`config.mk`:
```
export PLATFORM = sky130hd
export DESIGN_NAME = ps2_kbd_tx_flat
export DESIGN_NICKNAME = d
export VERILOG_FILES = /design/src/rtl/ps2_kbd_tx_pkg.sv /design/src/rtl/ps2_kbd_tx_if.sv /design/src/rtl/ps2_kbd_tx_fifo.sv /design/src/rtl/ps2_kbd_tx.sv /design/src/flat_wrapper.sv
export SDC_FILE = /design/constraint.sdc
export NUM_CORES = 1
export LEC_CHECK = 0
export CORE_ASPECT_RATIO = 0.8
export CORE_UTILIZATION = 35
export DETAILED_ROUTE_END_ITERATION = 7
export MAX_ROUTING_LAYER = met4
export PLACE_DENSITY = 0.57
export SETUP_SLACK_MARGIN = 0.4
export SKIP_LAST_GASP = 1
export SLEW_MARGIN = 20
export SYNTH_ARGS = -nofsm -noshare
export SYNTH_HDL_FRONTEND = slang
export SYNTH_HIERARCHICAL = 1
export SYNTH_SLANG_ARGS = --single-unit
```
`constraint.sdc`:
```
create_clock -name clk -period 4.6 [get_ports clk]
set_clock_uncertainty 0.2 [all_clocks]
set_input_delay 0.46 -clock clk [delete_from_list [all_inputs] [get_ports clk]]
set_output_delay 0.46 -clock clk [all_outputs]
set_load 0.005 [all_outputs]
```
`src/rtl/ps2_kbd_tx_pkg.sv`:
```
// Shared types and helpers for the PS/2 keyboard-side transmitter.
package ps2_pkg;

    localparam int PS2_FRAME_BITS = 11;

    typedef enum logic [2:0] {
        IDLE,
        LOAD,
        HIGH,
        LOW,
        HOLD,
        GAP
    } state_t;

    function automatic logic odd_parity(input logic [7:0] b);
        return ~^b;
    endfunction

endpackage

```
`src/rtl/ps2_kbd_tx_if.sv`:
```
// Byte stream port: scan-code bytes offered on a valid/ready handshake.
interface ps2_kbd_tx_if;
    logic       in_valid;
    logic       in_ready;
    logic [7:0] in_data;

    modport master (output in_valid, output in_data, input in_ready);
    modport slave  (input in_valid, input in_data, output in_ready);
endinterface

```
`src/rtl/ps2_kbd_tx_fifo.sv`:
```
// Byte FIFO with occupancy count; a full FIFO refuses pushes even while popping.
module ps2_tx_fifo #(
    parameter int DEPTH = 8
) (
    input  logic                     clk,
    input  logic                     rst_n,
    input  logic                     push,
    input  logic [7:0]               wdata,
    input  logic                     pop,
    output logic [7:0]               rdata,
    output logic                     ready,
    output logic [$clog2(DEPTH):0]   count
);
    localparam int AW = $clog2(DEPTH);
    localparam logic [AW:0] FULL = (AW+1)'(DEPTH);

    logic [7:0]    mem [DEPTH];
    logic [AW-1:0] wr_ptr;
    logic [AW-1:0] rd_ptr;
    logic          do_push;
    logic          do_pop;

    assign ready   = (count != FULL);
    assign do_push = push && ready;
    assign do_pop  = pop && (count != '0);
    assign rdata   = mem[rd_ptr];

    always_ff @(posedge clk) begin
        if (do_push) mem[wr_ptr] <= wdata;
    end

    always_ff @(posedge clk or negedge rst_n) begin
        if (!rst_n) begin
            wr_ptr <= '0;
            rd_ptr <= '0;
            count  <= '0;
        end else begin
            if (do_push) wr_ptr <= wr_ptr + AW'(1);
            if (do_pop)  rd_ptr <= rd_ptr + AW'(1);
            if (do_push && !do_pop)      count <= count + 1'b1;
            else if (!do_push && do_pop) count <= count - 1'b1;
        end
    end

endmodule

```
`src/rtl/ps2_kbd_tx.sv`:
```
// PS/2 device-side transmitter: queues scan codes and shifts each out as an 11-bit frame.
// state | meaning
// IDLE  | pins high, waiting for a byte (or a pending retransmit) with inhibit low
// LOAD  | build frame register from FIFO head, or reuse it on retransmit
// HIGH  | ps2_clk high, current bit presented on ps2_data
// LOW   | ps2_clk low, receiver samples the bit on the falling edge
// HOLD  | frame aborted by host inhibit, waiting for release
// GAP   | mandatory idle-high spacing after a frame or an abort
module ps2_kbd_tx
    import ps2_pkg::*;
#(
    parameter int CLK_HALF   = 16,
    parameter int GAP_CYCLES = 32,
    parameter int FIFO_DEPTH = 8
) (
    input  logic                          clk,
    input  logic                          rst_n,
    ps2_kbd_tx_if.slave                   in_port,
    input  logic                          inhibit,
    output logic                          ps2_clk,
    output logic                          ps2_data,
    output logic                          busy,
    output logic                          frame_done,
    output logic [$clog2(FIFO_DEPTH):0]   fifo_count
);
    localparam int PHASE_MAX = (CLK_HALF > GAP_CYCLES) ? CLK_HALF : GAP_CYCLES;
    localparam int PW        = $clog2(PHASE_MAX);
    localparam logic [PW-1:0] HALF_LOAD = PW'(CLK_HALF - 1);
    localparam logic [PW-1:0] GAP_LOAD  = PW'(GAP_CYCLES - 1);
    localparam logic [3:0]    LAST_BIT  = 4'(PS2_FRAME_BITS - 1);

    state_t                    state;
    logic [PW-1:0]             phase;
    logic [3:0]                bit_idx;
    logic [3:0]                bit_nxt;
    logic [PS2_FRAME_BITS-1:0] frame;
    logic [PS2_FRAME_BITS-1:0] frame_load;
    logic                      retx;
    logic                      abort;
    logic                      fifo_push;
    logic                      fifo_pop;
    logic [7:0]                fifo_data;

    assign fifo_push  = in_port.in_valid && in_port.in_ready;
    assign fifo_pop   = (state == LOAD) && !retx;
    assign frame_load = retx ? frame : {1'b1, odd_parity(fifo_data), fifo_data, 1'b0};
    assign bit_nxt    = bit_idx + 4'd1;
    // Once the stop bit is being presented the host is too late to abort.
    assign abort      = inhibit && (bit_idx < LAST_BIT);
    assign busy       = (state != IDLE);

    ps2_tx_fifo #(.DEPTH(FIFO_DEPTH)) u_fifo (
        .clk   (clk),
        .rst_n (rst_n),
        .push  (fifo_push),
        .wdata (in_port.in_data),
        .pop   (fifo_pop),
        .rdata (fifo_data),
        .ready (in_port.in_ready),
        .count (fifo_count)
    );

    always_ff @(posedge clk or negedge rst_n) begin
        if (!rst_n) begin
            state      <= IDLE;
            phase      <= '0;
            bit_idx    <= '0;
            frame      <= '1;
            retx       <= 1'b0;
            ps2_clk    <= 1'b1;
            ps2_data   <= 1'b1;
            frame_done <= 1'b0;
        end else begin
            frame_done <= 1'b0;
            unique case (state)
                IDLE: begin
                    if ((retx || fifo_count != '0) && !inhibit) state <= LOAD;
                end
                LOAD: begin
                    frame    <= frame_load;
                    retx     <= 1'b0;
                    bit_idx  <= '0;
                    phase    <= HALF_LOAD;
                    ps2_clk  <= 1'b1;
                    ps2_data <= frame_load[0];
                    state    <= HIGH;
                end
                HIGH: begin
                    if (abort) begin
                        retx     <= 1'b1;
                        ps2_clk  <= 1'b1;
                        ps2_data <= 1'b1;
                        state    <= HOLD;
                    end else if (phase == '0) begin
                        ps2_clk <= 1'b0;
                        phase   <= HALF_LOAD;
                        state   <= LOW;
                    end else begin
                        phase <= phase - 1'b1;
                    end
                end
                LOW: begin
                    if (abort) begin
                        retx     <= 1'b1;
                        ps2_clk  <= 1'b1;
                        ps2_data <= 1'b1;
                        state    <= HOLD;
                    end else if (phase == '0) begin
                        ps2_clk <= 1'b1;
                        if (bit_idx == LAST_BIT) begin
                            ps2_data   <= 1'b1;
                            phase      <= GAP_LOAD;
                            frame_done <= 1'b1;
                            state      <= GAP;
                        end else begin
                            bit_idx  <= bit_nxt;
                            ps2_data <= frame[bit_nxt];
                            phase    <= HALF_LOAD;
                            state    <= HIGH;
                        end
                    end else begin
                        phase <= phase - 1'b1;
                    end
                end
                HOLD: begin
                    if (!inhibit) begin
                        phase <= GAP_LOAD;
                        state <= GAP;
                    end
                end
                GAP: begin
                    if (phase == '0) state <= IDLE;
                    else             phase <= phase - 1'b1;
                end
                default: state <= IDLE;
            endcase
        end
    end

endmodule

```
`src/flat_wrapper.sv`:
```
// flat-port wrapper written by rule: the top's interface ports become plain ports
module ps2_kbd_tx_flat import ps2_pkg::*;
#(
    parameter int CLK_HALF   = 16,
    parameter int GAP_CYCLES = 32,
    parameter int FIFO_DEPTH = 8
)
  (clk, rst_n, inhibit, ps2_clk, ps2_data, busy, frame_done, fifo_count, in_port_in_valid, in_port_in_data, in_port_in_ready);
  ps2_kbd_tx_if in_port_i ();
  input  logic clk;
  input  logic rst_n;
  input  logic inhibit;
  output logic ps2_clk;
  output logic ps2_data;
  output logic busy;
  output logic frame_done;
  output logic [$clog2(FIFO_DEPTH):0] fifo_count;
  input wire logic [$bits(in_port_i.in_valid)-1:0] in_port_in_valid;
  input wire logic [$bits(in_port_i.in_data)-1:0] in_port_in_data;
  output wire logic [$bits(in_port_i.in_ready)-1:0] in_port_in_ready;
  assign in_port_i.in_valid = in_port_in_valid;
  assign in_port_i.in_data = in_port_in_data;
  assign in_port_in_ready = in_port_i.in_ready;
  ps2_kbd_tx #(.CLK_HALF(CLK_HALF), .GAP_CYCLES(GAP_CYCLES), .FIFO_DEPTH(FIFO_DEPTH)) u_core (.clk(clk), .rst_n(rst_n), .in_port(in_port_i), .inhibit(inhibit), .ps2_clk(ps2_clk), .ps2_data(ps2_data), .busy(busy), .frame_done(frame_done), .fifo_count(fifo_count));
endmodule
```
After elaboration in Yosys (flattened, before gate mapping)
Memory sizes are Yosys's and may differ from the RTL's.
Cells that the tools add are included.
Storage, ports and cells
  memory bits (writable): 64
  memories kept: 1
  input port bits: 12
  output and inout bits: 9
  flip-flop bits (word level): 36
Cells by class
  bitwise gates (word level): 1
  muxes and demuxes: 43
  reductions and logical operators: 31
  equal/unequal tests: 19
  $add $sub $neg: 6
  magnitude comparators: 2
Memory list
  u_core.u_fifo.mem: words 8, bits a word 8, read ports 1, clocked after Yosys merged registers in 0, wr ports 1, RTL line ps2_kbd_tx_fifo.sv:17  | logic [7:0] mem [DEPTH];
Operators with widths (count)
  5-bit two-way mux: 7
  5-bit case mux with 5 select lines: 1
  3-bit two-way mux: 8
  4-bit two-way mux: 5
  3-bit case mux with 6 select lines: 1
  1-bit two-way mux: 16
  2-bit by 1-bit inequality test with 1-bit output, second input constant: 5
  2-bit inequality test, second input constant: 5
  5-bit AND reduction: 2
  4-bit by 1-bit adder with 4-bit output, second input constant: 2
  1-bit logical AND: 8
  4-bit case mux with 2 select lines: 1
  8-bit XNOR reduction: 1
  3-bit by 1-bit adder with 3-bit output, second input constant: 2
  3-bit by 2-bit == test with 1-bit output, second input constant: 2
  3-bit == test, second input constant: 2
  3-bit by 1-bit inequality test with 1-bit output, second input constant: 2
  1-bit case mux with 3 select lines: 2
  3-bit AND reduction: 2
  2-bit nonzero test: 3
  3-bit nonzero test: 2
  5-bit zero test: 1
  4-bit by 5-bit < comparator with 1-bit output, second input constant: 1
  5-bit nonzero test: 1
  other kinds (16): 20

Depth between registers and ports, before layout
  depth in word-level cells: 7
  depth in mapped cells: 11
  mapped depth without buffers: 10

Cells and area by module
Netlist, hierarchy kept.
By module, submodules not included
  ps2_tx_fifo: sequential area each 2172.1 um^2, area an instance 3115.5 um^2, cells an instance 155, instances 1
  ps2_kbd_tx: sequential area each 665.6 um^2, area an instance 1665.3 um^2, cells an instance 167, instances 1

Worst setup path after synthesis
OpenSTA, ideal clock, no wires.
  path type: register -> register
  start point: register u_core.u_fifo.count[0]
  end point: register u_core.u_fifo.count[3]
  required time: 4.269 ns
  data arrival time: 2.767 ns
  setup time: 0.131 ns
  stages on the path, launching flop included: 12
  path slack: 1.502 ns
  period minus slack after synthesis: 3.098 ns
  buffers on the path: 1
  cells stage by stage: dfrtp_1 or4b_1 buf_2 and2_1 nand2_4 inv_1 ha_1 inv_1 ha_1 or4_1 o211ai_1 o211ai_1
On the way
  word-level cells in the longest chain between the ends: 6
  elaborated cells between the ends (all ways): 14
RTL lines
  start: declaration: RTL line ps2_kbd_tx_fifo.sv:12  | output logic [$clog2(DEPTH):0] count
  start signal: assignment: RTL line ps2_kbd_tx_fifo.sv:40  | if (do_push && !do_pop) count <= count + 1'b1;
  start signal: assignment: RTL line ps2_kbd_tx_fifo.sv:41  | else if (!do_push && do_pop) count <= count - 1'b1;
  4-bit inequality test (*): RTL line ps2_kbd_tx_fifo.sv:23  | assign ready = (count != FULL);
  named net in_port_in_ready: RTL line flat_wrapper.sv:20  | output wire logic [$bits(in_port_i.in_ready)-1:0] in_port_in_ready;
  1-bit logical AND (*): RTL line ps2_kbd_tx.sv:44  | assign fifo_push = in_port.in_valid && in_port.in_ready;
  named net u_core.fifo_push: RTL line ps2_kbd_tx.sv:40  | logic fifo_push;
  1-bit logical AND (*): RTL line ps2_kbd_tx_fifo.sv:24  | assign do_push = push && ready;
  named net u_core.u_fifo.do_push: RTL line ps2_kbd_tx_fifo.sv:20  | logic do_push;
  1-bit zero test: RTL line ps2_kbd_tx_fifo.sv:41
  1-bit logical AND: RTL line ps2_kbd_tx_fifo.sv:41
  2-bit nonzero test (no source line)
Mark *: on every way through the listed nets, which the timed path passes. The rest lies on a longest branch. The select of a mux whose other input is x is not followed.
A chain may end at the register's enable or synchronous reset.

Worst setup path in the final report
  start point: register u_core.u_fifo.count[0]
  end point: register u_core.u_fifo.count[3]
On the way
  word-level cells in the longest chain between the ends: 6
  elaborated cells between the ends (all ways): 14
RTL lines (RTL line)
  4-bit inequality test (*): ps2_kbd_tx_fifo.sv:23
  1-bit logical AND (*): ps2_kbd_tx.sv:44
  named net u_core.fifo_push: ps2_kbd_tx.sv:40
  1-bit logical AND (*): ps2_kbd_tx_fifo.sv:24
  named net u_core.u_fifo.do_push: ps2_kbd_tx_fifo.sv:20
  1-bit zero test: ps2_kbd_tx_fifo.sv:41
  1-bit logical AND: ps2_kbd_tx_fifo.sv:41
  2-bit nonzero test (no source line)
Marks and branches as above.

==> results.md <==
* Worst r2r src: u_core/u_fifo/count[0]
* Min-Delay Path Class: in2async
* Die X at between 100 and 150 microns
* R2r endpoint: u_core/u_fifo/count[3]
* CP peak stage delay at roughly 670 ps
* DP Worst Slack at 1214 ps
* Post-synthesis cell area at about 4800 sq um
* Gate Count Post-Synth at 322
* Share of layout cells above drive strength 1 at roughly 18%
* Initial Utilization at 36.49%
* Final ANT Viol Nets at 0
* Die H at 106.5 microns
* Global Route Usage Sum at about 14%
* Vias in the first global route at between 2000 and 3000
* Slew @ Worst Pin at 1019 ps
* Total CTS buffers at 9
* Final cell count without fillers at 521
* Clk_lat worst skew at 340 ps
* Root Driver: clkbuf_16
* EDFF count, synth at 64
* H-tree levels at 3
* Placed wire-length estimate at 6116 microns
* CTS tree: yes
* Max Clk Rate at 0.2900 GHz
* Port Buffers at 20
* Area delta synth->final at 13.50%
* Flop2flop setup slack at 1150 ps
* CP endpoint: u_core/u_fifo/count[3]
* Net Count, Synth at 344
* Maximum fanout along the worst path at 8
* Most common cell after layout, fill and taps aside: edfxtp_1
* Setup ws final at 1152 ps
* Dpl cells at 505
* RSZ-0062 raised after global routing: false
* Largest net degree at the start of global routing at 37
* CP Capture Type: register
* WL/cell at 17.61 microns
* CTS resizes at 0
* Slowest-stage cell, CP: or4b_1
* WHS at 14.68 ps
* Max_cap viols at 0
* Commonest non-fill, non-tap cells in the layout: edfxtp_1 (64), dfrtp_1 (24), mux2_2 (20), clkdlybuf4s50_1 (19), nor2_1 (19)
* Lkg Pwr at 1.919 nW
* Synth cell types at 60
* Nets@finish at 363
* Worst setup path startpoint: u_core/u_fifo/count[0]
* GR Overflow Total at 0
* Final setup fails at 0
* # DRC at 0
* Number of vias per cell at 5.313
* Critical path data arrival time at ~3500 ps
* Final period util at 74.96%
* First-pass GRT wire length at 14920 microns
* Syn_area_per_cell at 14.85 sq um
* Initial DRT Pass Iterations at 4
* Power Density at 666.2 nW/um^2
* Row count at 37
* Most used DFF post-synth: edfxtp_1
* YS warnings at 6
* CTS hold repair buffers at 0
* Ports at 21
* Fin. Hold Viols at 0
* Min Tclk post-route at 3448 ps
* Total Wirelength at 9174 microns
* Slew HR at a little under a third
* Antenna cells at 0
* Worst reg2reg path depth at 10
* Maximum VDD drop at 0.0003441 V
* Longest Clk Path Bufs at 2
* Layout fillers at 1163
* Pins Over Slew Limit at 0
* Register bit total from synthesis at 100
* Core area at 13100 sq um
* Vias at 2768
* Sequential area share after synthesis at 59.36%
* RePlAce Congestion at 0.8179
* Outcome: finished, final reports clean
* Worst setup SP type: register
* Required @ worst endpoint at 4610 ps
* Setup Buffers After CTS at 0
* Clock sink total at 100
* Worst-path clk slew at roughly 70 ps
* Crit-path cells: or4b_1 -> and2_1 -> nand2_4 -> inv_1 -> ha_1 -> inv_1 -> ha_1 -> or4_1 -> o211ai_1 -> o211ai_1
* Async set-or-reset flop fraction in the synthesized netlist at 36.00%
* Initial DRC Count at 218
* Initial antenna violation count at 0
* Setup TNS at 0 ps
* Setup CP Type: reg2reg
* Die area at 14130 sq um
[power breakdown]
group	switching (mW)	internal, mW
sequential	0.302	1.22
combinational	0.630	0.737
clock	0.349	0.381
[registers in the layout (all words and copies together), names as in the netlist]
name / cells
u_core/bit_idx: 4
u_core/frame: 10
u_core/frame_done: 1
u_core/phase: 5
u_core/ps2_clk: 1
u_core/ps2_data: 1
u_core/retx: 1
u_core/state: 3
u_core/u_fifo/count: 4
u_core/u_fifo/mem: 64
u_core/u_fifo/rd_ptr: 3
u_core/u_fifo/wr_ptr: 3
[cells in the mapped netlist, drive strengths merged (3+ instances only)]
master	instances	area share, %
a31oi	4	0.52
a21o	3	0.47
ha	9	2.4
nor2	19	1.5
nand2	13	1.2
mux4	17	9.3
clkbuf	7	0.60
o211ai	3	0.47
o21a	3	0.47
mux2	22	5.3
mux2i	4	0.84
nand2b	6	0.79
xnor2	16	2.9
edfxtp	64	40
a22oi	3	0.47
dfrtp	24	13
nand3	9	0.94
dfstp	12	6.6
inv	11	0.86
nor3	9	0.94
buf	9	1.6
a21oi	8	0.84
o21ai	8	0.84
[kinds of logic after synthesis]
kind of cell               after synthesis  share of synthesized area [%]
xor gates and xnor gates                17                          3.114
AOI/OAI and AO/OA                       52                          8.034
DFF                                    100                          59.36
and+or+nand+nor                         73                          8.244
muxes                                   43                          15.36
buffers and inverters                   27                          3.114
adders and majority gates               10                          2.774
[worst min path at each step]
| stage | cells past startpoint | slack, ps | to |
|---|---|---|---|
| 6_report | 1 | 10 | u_core/bit_idx[3] |
| 3_3_place_gp | 1 | 290 | u_core/frame[0] |
| 2_1_floorplan | 0 | -40 | u_core/bit_idx[0] |
| 3_5_place_dp | 1 | 290 | u_core/frame[0] |
| 5_1_grt | 1 | 90 | u_core/bit_idx[3] |
| 4_1_cts | 1 | 40 | u_core/bit_idx[3] |
[critical path: cells and delay by family, from the launching register on]
| family | cells | cell delay [ps] |
|---|---|---|
| buf+inv | 2 | 220 |
| fa+ha+maj | 2 | 560 |
| simple gates | 4 | 1590 |
| compound gates | 2 | 250 |
| flops | 1 | 490 |
[area by class of cell]
class / instances / area [sq um] / share of cell area [%]
Multi-Input combinational cell: 195 / 1814 / 33.43
Clock buffer: 9 / 225.2 / 4.150
Sequential cell: 100 / 2838 / 52.29
Clock inverter: 7 / 63.81 / 1.176
Timing Repair Buffer: 24 / 225.2 / 4.150
Tap cell: 175 / 219.0 / 4.035
Inverter: 11 / 41.29 / 0.7609
[metal layers]
layer | track usage (%) | routed length, microns | vias up | share of wire [%]
met1 | 19.33 | 4582 | 1423 | 50
li1 | - | - | 1293 | -
met3 | 3.433 | 284 | 4 | 3.1
met5 | - | 0 | - | 0
met4 | 3.448 | 51 | 0 | 0.56
met2 | 22.03 | 4255 | 48 | 46
[through the flow]
step	util (%)	cell area (sq um)	power, mW
2_1_floorplan	-	4781	2.544
3_3_place_gp	39.15	5129	2.846
3_5_place_dp	39.15	5129	2.891
4_1_cts	41.35	5418	3.633
5_1_grt	41.42	5426	3.848
6_report	41.42	5426	3.615
Note: power is estimated with default switching activity, not from simulation.
